### src/rtl/gcd_pkg.sv
// Shared state encodings and default sizing for the GCD operand feeder.
package gcd_pkg;
    localparam int GCD_W_DEFAULT     = 16;
    localparam int GCD_DEPTH_DEFAULT = 4;

    typedef enum logic [1:0] {
        IDLE  = 2'b00,
        ISSUE = 2'b01,
        WAIT  = 2'b10
    } state_t;
endpackage

### src/rtl/pair_fifo.sv
// Operand-pair FIFO, DEPTH a power of two so pointers wrap naturally.
// Zero-latency head; push ignored when full, pop ignored when empty.
module pair_fifo #(
    parameter int W     = 16,
    parameter int DEPTH = 4
) (
    input  logic                       clk,
    input  logic                       rst,
    input  logic                       push,
    input  logic [W-1:0]               push_a,
    input  logic [W-1:0]               push_b,
    input  logic                       pop,
    output logic [W-1:0]               head_a,
    output logic [W-1:0]               head_b,
    output logic                       full,
    output logic                       empty,
    output logic [$clog2(DEPTH):0]     count
);
    localparam int AW = $clog2(DEPTH);
    localparam int CW = AW + 1;
    localparam logic [AW:0] FULL_CNT = DEPTH[AW:0];

    logic [W-1:0]  mem_a [DEPTH];
    logic [W-1:0]  mem_b [DEPTH];
    logic [AW-1:0] wr_ptr;
    logic [AW-1:0] rd_ptr;
    logic          do_push;
    logic          do_pop;

    assign full    = (count == FULL_CNT);
    assign empty   = (count == '0);
    assign do_push = push && !full;
    assign do_pop  = pop && !empty;
    assign head_a  = mem_a[rd_ptr];
    assign head_b  = mem_b[rd_ptr];

    // Storage is left unreset; only pointers and count define validity.
    always_ff @(posedge clk) begin
        if (do_push) begin
            mem_a[wr_ptr] <= push_a;
            mem_b[wr_ptr] <= push_b;
        end
    end

    always_ff @(posedge clk) begin
        if (rst) begin
            wr_ptr <= '0;
            rd_ptr <= '0;
            count  <= '0;
        end else begin
            if (do_push) wr_ptr <= wr_ptr + AW'(1);
            if (do_pop)  rd_ptr <= rd_ptr + AW'(1);
            case ({do_push, do_pop})
                2'b10:   count <= count + CW'(1);
                2'b01:   count <= count - CW'(1);
                default: count <= count;
            endcase
        end
    end
endmodule

### src/rtl/gcd_operand_feeder.sv
// Queues operand pairs and hands them to a GCD controller with a one-cycle load strobe.
// Pair into empty FIFO at edge t strobes after edge t+1; in_ready = !full (no write-through); ZERO_FILTER_EN drops (0,0) pairs.
module gcd_operand_feeder
    import gcd_pkg::*;
#(
    parameter int W     = GCD_W_DEFAULT,
    parameter int DEPTH = GCD_DEPTH_DEFAULT
) (
    input  logic                       sys_clk,
    input  logic                       sys_rst,
    input  logic                       in_valid,
    output logic                       in_ready,
    input  logic [W-1:0]               in_a,
    input  logic [W-1:0]               in_b,
    input  logic                       input_available,
    output logic                       input_ready,
    output logic [W-1:0]               gcd_a,
    output logic [W-1:0]               gcd_b,
    output logic [$clog2(DEPTH):0]     fifo_count
`ifdef ZERO_FILTER_EN
    ,output logic [7:0]                drop_cnt
`endif
);
    state_t         state;
    logic           fifo_full;
    logic           fifo_empty;
    logic           fifo_pop;
    logic [W-1:0]   head_a;
    logic [W-1:0]   head_b;

    assign in_ready = !fifo_full && !sys_rst;

`ifdef ZERO_FILTER_EN
    logic head_zero;
    assign head_zero = (head_a == '0) && (head_b == '0);
    // A zero pair is discarded in IDLE whether or not the controller is ready.
    assign fifo_pop  = (state == IDLE) && !fifo_empty && (head_zero || input_available);
`else
    assign fifo_pop  = (state == IDLE) && !fifo_empty && input_available;
`endif

    pair_fifo #(
        .W     (W),
        .DEPTH (DEPTH)
    ) u_fifo (
        .clk    (sys_clk),
        .rst    (sys_rst),
        .push   (in_valid && in_ready),
        .push_a (in_a),
        .push_b (in_b),
        .pop    (fifo_pop),
        .head_a (head_a),
        .head_b (head_b),
        .full   (fifo_full),
        .empty  (fifo_empty),
        .count  (fifo_count)
    );

    always_ff @(posedge sys_clk) begin
        if (sys_rst) begin
            state       <= IDLE;
            input_ready <= 1'b0;
            gcd_a       <= '0;
            gcd_b       <= '0;
`ifdef ZERO_FILTER_EN
            drop_cnt    <= '0;
`endif
        end else begin
            case (state)
                IDLE: begin
                    if (!fifo_empty) begin
`ifdef ZERO_FILTER_EN
                        if (head_zero) begin
                            if (drop_cnt != 8'hFF) drop_cnt <= drop_cnt + 8'd1;
                        end else
`endif
                        if (input_available) begin
                            gcd_a       <= head_a;
                            gcd_b       <= head_b;
                            input_ready <= 1'b1;
                            state       <= ISSUE;
                        end
                    end
                end
                ISSUE: begin
                    input_ready <= 1'b0;
                    state       <= WAIT;
                end
                WAIT: begin
                    // Controller leaving READY proves it has consumed the operands.
                    if (!input_available) state <= IDLE;
                end
                default: begin
                    input_ready <= 1'b0;
                    state       <= IDLE;
                end
            endcase
        end
    end
endmodule

### config.mk
export PLATFORM = sky130hd
export DESIGN_NAME = gcd_operand_feeder
export DESIGN_NICKNAME = d
export VERILOG_FILES = /design/src/rtl/gcd_pkg.sv /design/src/rtl/pair_fifo.sv /design/src/rtl/gcd_operand_feeder.sv
export SDC_FILE = /design/constraint.sdc
export NUM_CORES = 1
export LEC_CHECK = 0
export BUFFER_PORTS_ARGS = -buffer_cell sky130_fd_sc_hd__buf_2
export CELL_PAD_IN_SITES_DETAIL_PLACEMENT = 0
export CELL_PAD_IN_SITES_GLOBAL_PLACEMENT = 1
export CORE_MARGIN = 2
export CORE_UTILIZATION = 35
export CTS_BUF_LIST = sky130_fd_sc_hd__clkbuf_4 sky130_fd_sc_hd__clkbuf_8
export DETAILED_ROUTE_END_ITERATION = 8
export PLACE_DENSITY_LB_ADDON = 0.1
export SKIP_LAST_GASP = 1
export SLEW_MARGIN = 20
export SYNTH_ARGS = -nofsm -noshare
export SYNTH_HDL_FRONTEND = slang
export SYNTH_SLANG_ARGS = --single-unit
export TNS_END_PERCENT = 1
### constraint.sdc
create_clock -name sys_clk -period 2.4 [get_ports sys_clk]
set_input_delay 0.48 -clock sys_clk [delete_from_list [all_inputs] [get_ports sys_clk]]
set_output_delay 0.48 -clock sys_clk [all_outputs]
set_load 0.05 [all_outputs]
Yosys cells after proc, flatten, opt, wreduce, memory -nomap -nowiden
Memories as Yosys holds them, arrays and structs flattened. A register that Yosys moved wholly into a read port is not among the register bits.
Index checks and enable logic that the tools add are counted.
{"block": "totals", "regBits": 10, "latchBits": 0, "mem_bits_rw": 128, "mem_bits_ro": 0, "wordCells": 46, "n_memories": 2}
{"memory": "u_fifo.mem_a", "depth": 4, "width": 16, "read_ports": 1, "rd_clocked_by_memory_dff": 1, "wr": 1, "line": "pair_fifo.sv:23", "rtl": "logic [W-1:0] mem_a [DEPTH];"}
{"memory": "u_fifo.mem_b", "depth": 4, "width": 16, "read_ports": 1, "rd_clocked_by_memory_dff": 1, "wr": 1, "line": "pair_fifo.sv:24", "rtl": "logic [W-1:0] mem_b [DEPTH];"}
{"block": "op_classes", "add_sub_neg": 4, "n_mul": 0, "div_mod_pow": 0, "order_cmp": 0, "n_eq_ne": 8, "shift": 0, "mux": 10, "bitwise": 2, "n_reduce_logical": 15}
{"operator": "3-bit AND reduction", "count": 3}
{"operator": "1-bit logical AND", "count": 6}
{"operator": "2-bit two-way mux", "count": 3}
{"operator": "2-bit inequality test, second input constant", "count": 3}
{"operator": "2-bit case mux with 3 select lines", "count": 1}
{"operator": "3-bit case mux with 2 select lines", "count": 1}
{"operator": "2-bit by 1-bit adder with 2-bit output, second input constant", "count": 2}
{"operator": "2-bit by 1-bit equality test with 1-bit output, second input constant", "count": 2}
{"operator": "2-bit equality test, second input constant", "count": 2}
{"operator": "1-bit two-way mux", "count": 4}
{"operator": "3-bit by 1-bit adder with 3-bit output, second input constant", "count": 1}
{"operator": "3-bit equality test, second input constant", "count": 1}
{"operator": "1-bit zero test", "count": 3}
{"operator": "3-bit zero test", "count": 1}
{"operator": "3-bit by 1-bit subtractor with 3-bit output, second input constant", "count": 1}
{"operator": "2-bit zero test", "count": 1}
{"operator": "1-bit inverter", "count": 2}
{"operator": "1-bit case mux with 2 select lines", "count": 1}
{"operator": "2-bit nonzero test", "count": 1}

Logic depth before layout (Yosys ltp)
{"block": "depth", "word_depth": 7, "depth_mapped": 10, "ltp_nobuf": 9}

Hierarchy
Synthesis repeated with hierarchy kept, for this count alone.
{"block": "unflattened", "cells_unflattened": 372, "hier_area_um2": 6734.0}
{"mod": "pair_fifo", "instances": 1, "cells_per_inst": 221, "area_each_um2": 5146.2}
{"mod": "gcd_operand_feeder", "instances": 1, "cells_per_inst": 151, "area_each_um2": 1587.8}

Worst setup path before layout
OpenSTA, ideal clock, no wires.
{"block": "synth_path", "path_kind": "register to register", "startpoint": "register u_fifo.count[0]", "endpoint": "memory u_fifo.mem_a[1][0] (enable)", "setup_ns": 0.392, "arrival_time_ns": 2.035, "slack_ns": -0.027, "path_stages_with_launch": 4, "path_buffers": 0, "period_less_slack_ns": 2.427, "path_cell_list": "dfxtp_1 -> nor3b_1 -> nor3b_2 -> and2_1"}
{"block": "synth_between", "elab_chain_len": 7}
{"item": "from (decl)", "line": "pair_fifo.sv:17", "rtl": "output logic [$clog2(DEPTH):0] count"}
{"item": "from (signal assigned)", "line": "pair_fifo.sv:54", "rtl": "2'b10: count <= count + CW'(1);"}
{"item": "from (signal assigned)", "line": "pair_fifo.sv:55", "rtl": "2'b01: count <= count - CW'(1);"}
{"item": "from (signal assigned)", "line": "pair_fifo.sv:56", "rtl": "default: count <= count;"}
{"item": "3-bit equality test *", "line": "pair_fifo.sv:30", "rtl": "assign full = (count == FULL_CNT);"}
{"item": "1-bit zero test *", "line": "pair_fifo.sv:32, gcd_operand_feeder.sv:31"}
{"item": "1-bit logical AND", "line": "gcd_operand_feeder.sv:31", "rtl": "assign in_ready = !fifo_full && !sys_rst;"}
{"item": "1-bit logical AND", "line": "gcd_operand_feeder.sv:48", "rtl": ".push (in_valid && in_ready),"}
{"item": "1-bit logical AND *", "line": "pair_fifo.sv:32", "rtl": "assign do_push = push && !full;"}
{"item": "1-bit two-way mux *", "line": "pair_fifo.sv:39", "rtl": "if (do_push) begin"}
{"item": "1-bit two-way mux (not written as such) *", "line": "pair_fifo.sv:40", "rtl": "mem_a[wr_ptr] <= push_a;"}
{"item": "to (decl)", "line": "pair_fifo.sv:23"}
Mark *: on every way between the ends. The rest lies on a longest branch, timed or not.

Final worst setup path
{"block": "layout_path", "startpoint": "register u_fifo.count[2]", "endpoint": "register u_fifo.count[2]"}
{"block": "layout_between", "elab_chain_len": 7, "elab_cells_between_ends": 16, "classes_between": "2 x add/sub; 3 x eq/ne; 1 x mux; 10 x reduce/logical"}
{"item": "3-bit equality test / 3-bit zero test (equally long branches)", "line": "pair_fifo.sv:30, pair_fifo.sv:31"}
{"item": "1-bit zero test, on equally long branches"}
{"item": "1-bit logical AND, on equally long branches", "line": "gcd_operand_feeder.sv:31, gcd_operand_feeder.sv:39"}
{"item": "1-bit logical AND, on equally long branches", "line": "gcd_operand_feeder.sv:48, gcd_operand_feeder.sv:39"}
{"item": "1-bit logical AND, on equally long branches", "line": "pair_fifo.sv:32, pair_fifo.sv:33"}
{"item": "2-bit by 1-bit equality test with 1-bit output / 2-bit equality test (equally long branches)", "line": "pair_fifo.sv:53", "rtl": "case ({do_push, do_pop})"}
{"item": "3-bit case mux with 2 select lines / 2-bit nonzero test (equally long branches)"}
Several ways; a longest one is shown, not always the timed one.
A chain may end at the register's enable or synchronous reset.

==> flow_summary_export.csv <==
group,metric,value,unit
pwr,p_leak,2.504,nW
cells_and_area,fillers,1644,
hold_path,min_path_type,"in2reg",
cells_and_area,multiInputGateArea,0.001538,mm^2
grt,grt_pass1_wl,21070,um
grt,grt_overflow_total,0,
cells_and_area,final_cell_mix,"edfxtp_1, buf_2, dfxtp_1",
hold_path,hold_path_startpoint,"in_a[15]",
critical_path,arrival,2.55,ns
cells_and_area,syn2layout_area_growth,16.48,%
critical_path,worst-path-max-fanout,6,
placed_design,dp_slack,0.1245,ns
logic_synthesis,avgSynthCellArea,16.96,um^2
clocking,cts_setup_buffers,0,
cells_and_area,stdcell_count,695,
cells_and_area,utilization,41.50,%
critical_path,rr_worst_depth,9,
routing,ant_nets,0,
cells_and_area,nets,496,
logic_synthesis,synth-seq-cells,170,
logic_synthesis,synth_top_cell_by_area,"edfxtp_1",
clocking,path_clk_slew,0.08,ns
sta,slew-limit-headroom,49.91,%
grt,grt_use_total,14.65,%
clocking,cts_buffers,17,
floorplan,ios,73,
pwr,powerDensity,1045,mW/mm^2
sta,rsz0062_at_grt,"false",
clocking,root_buffer,"clkbuf_8",
job,cap_violations,0,
run_status,status,"finished, final reports clean",
placed_design,dp_cells,664,
sta,finClkSkew,0.009473,ns
routing,routed_via_density,5.019,
floorplan,die_h,139,um
clocking,clock_latency,0.44,ns
sta,final_max_slew_viol_count,0,
routing,drt_iter0_drc,212,
logic_synthesis,synth_area,0.006379,mm^2
sta,setup_ws,0.2146,ns
floorplan,initial_core_util,35.63,%
sta,worst_slew_pin_slew,0.7514,ns
routing,wl_per_cell,19.63,um
cells_and_area,drive_gt1_share,32.90,%
critical_path,r2r-start,"u_fifo.count[2]$_SDFFE_PP0P_",
routing,dr_total_vias,3488,
critical_path,cp-end-kind,"register",
routing,drc_errors,0,
critical_path,path_class,"reg2reg",
routing,drt_wl_total,13640,um
cells_and_area,final_common_cell,"edfxtp_1",
sta,finalCritPeriodShare,91.06,%
logic_synthesis,synth_cell_type_count,30,
floorplan,core-area,0.01790,mm^2
sta,timing.fmax,457.6,MHz
floorplan,die_x,139,um
floorplan,rows,49,
clocking,cts_resized,0,
sta,finalHoldViolCount,0,
placed_design,io_buffers,72,
clocking,postCtsHoldBufs,0,
logic_synthesis,syn_inst,376,
clocking,cts_tree,"yes",
floorplan,die_area,0.01932,mm^2
grt,antenna_found_initial,1,
critical_path,reg2reg_slack,0.21,ns
logic_synthesis,yosys_warnings,0,
hold_path,worstHoldEndpoint,"u_fifo.mem_a[2][15]$_DFFE_PP_",
sta,finalSetupViolCount,0,
sta,period_minus_slack,2.185,ns
cells_and_area,seq_area,0.004687,mm^2
pwr,vdd_ir_drop_max,0.8595,mV
logic_synthesis,synth.net_count,418,
grt,grt_max_degree,45,
critical_path,cp_data_required_time,2.77,ns
clocking,cts.sink_count,170,
critical_path,startpoint_type,"register",
logic_synthesis,synth_area_leaders,"edfxtp_1, dfxtp_1, mux4_2, a21oi_1, o21ai_0",
clocking,cts_max_path_buffers,2,
logic_synthesis,synth.top_cell.area_share,60.26,%
logic_synthesis,yosysSeqAreaShare,73.44,%
hold_path,worstHoldPathCells,1,
routing,dr.pass1.iters,4,
clocking,cts_max_level,4,
critical_path,r2r_end,"u_fifo.count[2]$_SDFFE_PP0P_",
placed_design,place_hpwl,7773,um
grt,grt_pass1_vias,3662,
placed_design,gp_congestion,0.6435,
==> cell type report <==
type / instances / share of cell area, %
Antenna cell: 1 / 0.03368
Clock buffer: 17 / 3.149
Clock inverter: 13 / 1.499
Inverter: 8 / 0.4042
Multi-Input combinational cell: 171 / 20.70
Sequential cell: 170 / 63.09
Tap cell: 229 / 3.857
Timing Repair Buffer: 86 / 7.275
==> where the power goes <==
part / switching, W / total (W) / internal [W]
clock: 0.000952 / 0.00184 / 0.000884
combinational: 0.00151 / 0.00225 / 0.000739
sequential: 0.000207 / 0.00368 / 0.00347
total: 0.00267 / 0.00776 / 0.00509
==> worst max-delay path, stage by stage, from the launching register on <==
cell     delay (ns)
dfxtp_1        0.42
nor3b_1        0.35
nor3b_2        0.09
inv_1          0.06
ha_1           0.17
inv_1          0.06
fa_1           0.37
xor2_1         0.15
or3_1          0.31
a21oi_1        0.14
==> routing by layer <==
metal	vias to the layer above	global-route usage (%)	part of all wire [%]
met3	13	3.867	5.0
met4	2	4.997	1.1
li1	1611	-	-
met2	78	24.11	48
met5	-	0	0.095
met1	1784	18.96	45
==> synth_stat cells (all sizes together) <==
cell      n
nand2     1
a31o      1
dfxtp    42
a21oi    37
nand2b    3
buf      12
fa        1
a311oi    1
o21ai    34
mux4     32
or3b      1
ha        5
clkbuf   15
nor2      7
mux2      1
inv       8
and2      4
nand3    32
nor3      1
or3       3
xor2      2
edfxtp  128
nand3b    1
nor3b     3
mux2i     1
==> through the flow <==
stage | cell area [um^2] | TNS, ns | hold WS [ns] | power [W]
3_5_place_dp | 7082 | 0 | 0.4679 | 0.006045
2_1_floorplan | 6380 | -2.614 | 0.4750 | 0.005363
4_1_cts | 7427 | 0 | 0.2159 | 0.007883
5_1_grt | 7427 | 0 | 0.2100 | 0.008167
6_report | 7430 | 0 | 0.2577 | 0.007761
3_3_place_gp | 7082 | 0 | 0.4632 | 0.006007
==> sequential cells by signal, summed over array words and instances (netlist names) <==
name and cells:
u_fifo.count 3, gcd_b 16, u_fifo.rd_ptr 2, gcd_a 16, u_fifo.mem_a 64, u_fifo.mem_b 64
input_ready 1, u_fifo.wr_ptr 2, state 2
==> kinds of logic (layout without fill, tap and decap cells) <==
| kind of cell | Yosys count | after routing | synth area share (%) |
|---|---|---|---|
| buffers and inverters | 35 | 124 | 2.707 |
| muxes | 34 | 34 | 11.63 |
| adders and majority gates | 6 | 6 | 1.295 |
| DFF | 170 | 170 | 73.44 |
| and+or+nand+nor | 56 | 56 | 4.806 |
| xor gates and xnor gates | 2 | 2 | 0.2747 |
| AOI/OAI and AO/OA | 73 | 73 | 5.845 |
| other | 0 | 1 | 0 |
==> worst max path at each step <==
| stage | start | endpoint | slack [ns] | depth (start not counted) |
|---|---|---|---|---|
| 2_1_floorplan | u_fifo.count[0]$_SDFFE_PP0P_ | u_fifo.mem_a[3][0]$_DFFE_PP_ | -0.03 | 3 |
| 3_3_place_gp | input_available | u_fifo.count[2]$_SDFFE_PP0P_ | 0.18 | 10 |
| 3_5_place_dp | input_available | u_fifo.count[2]$_SDFFE_PP0P_ | 0.12 | 10 |
| 4_1_cts | u_fifo.count[2]$_SDFFE_PP0P_ | u_fifo.count[2]$_SDFFE_PP0P_ | 0.18 | 9 |
| 5_1_grt | u_fifo.count[2]$_SDFFE_PP0P_ | u_fifo.count[2]$_SDFFE_PP0P_ | 0.06 | 9 |
| 6_report | u_fifo.count[2]$_SDFFE_PP0P_ | u_fifo.count[2]$_SDFFE_PP0P_ | 0.21 | 9 |
Note: power is estimated with default switching activity, not from simulation.
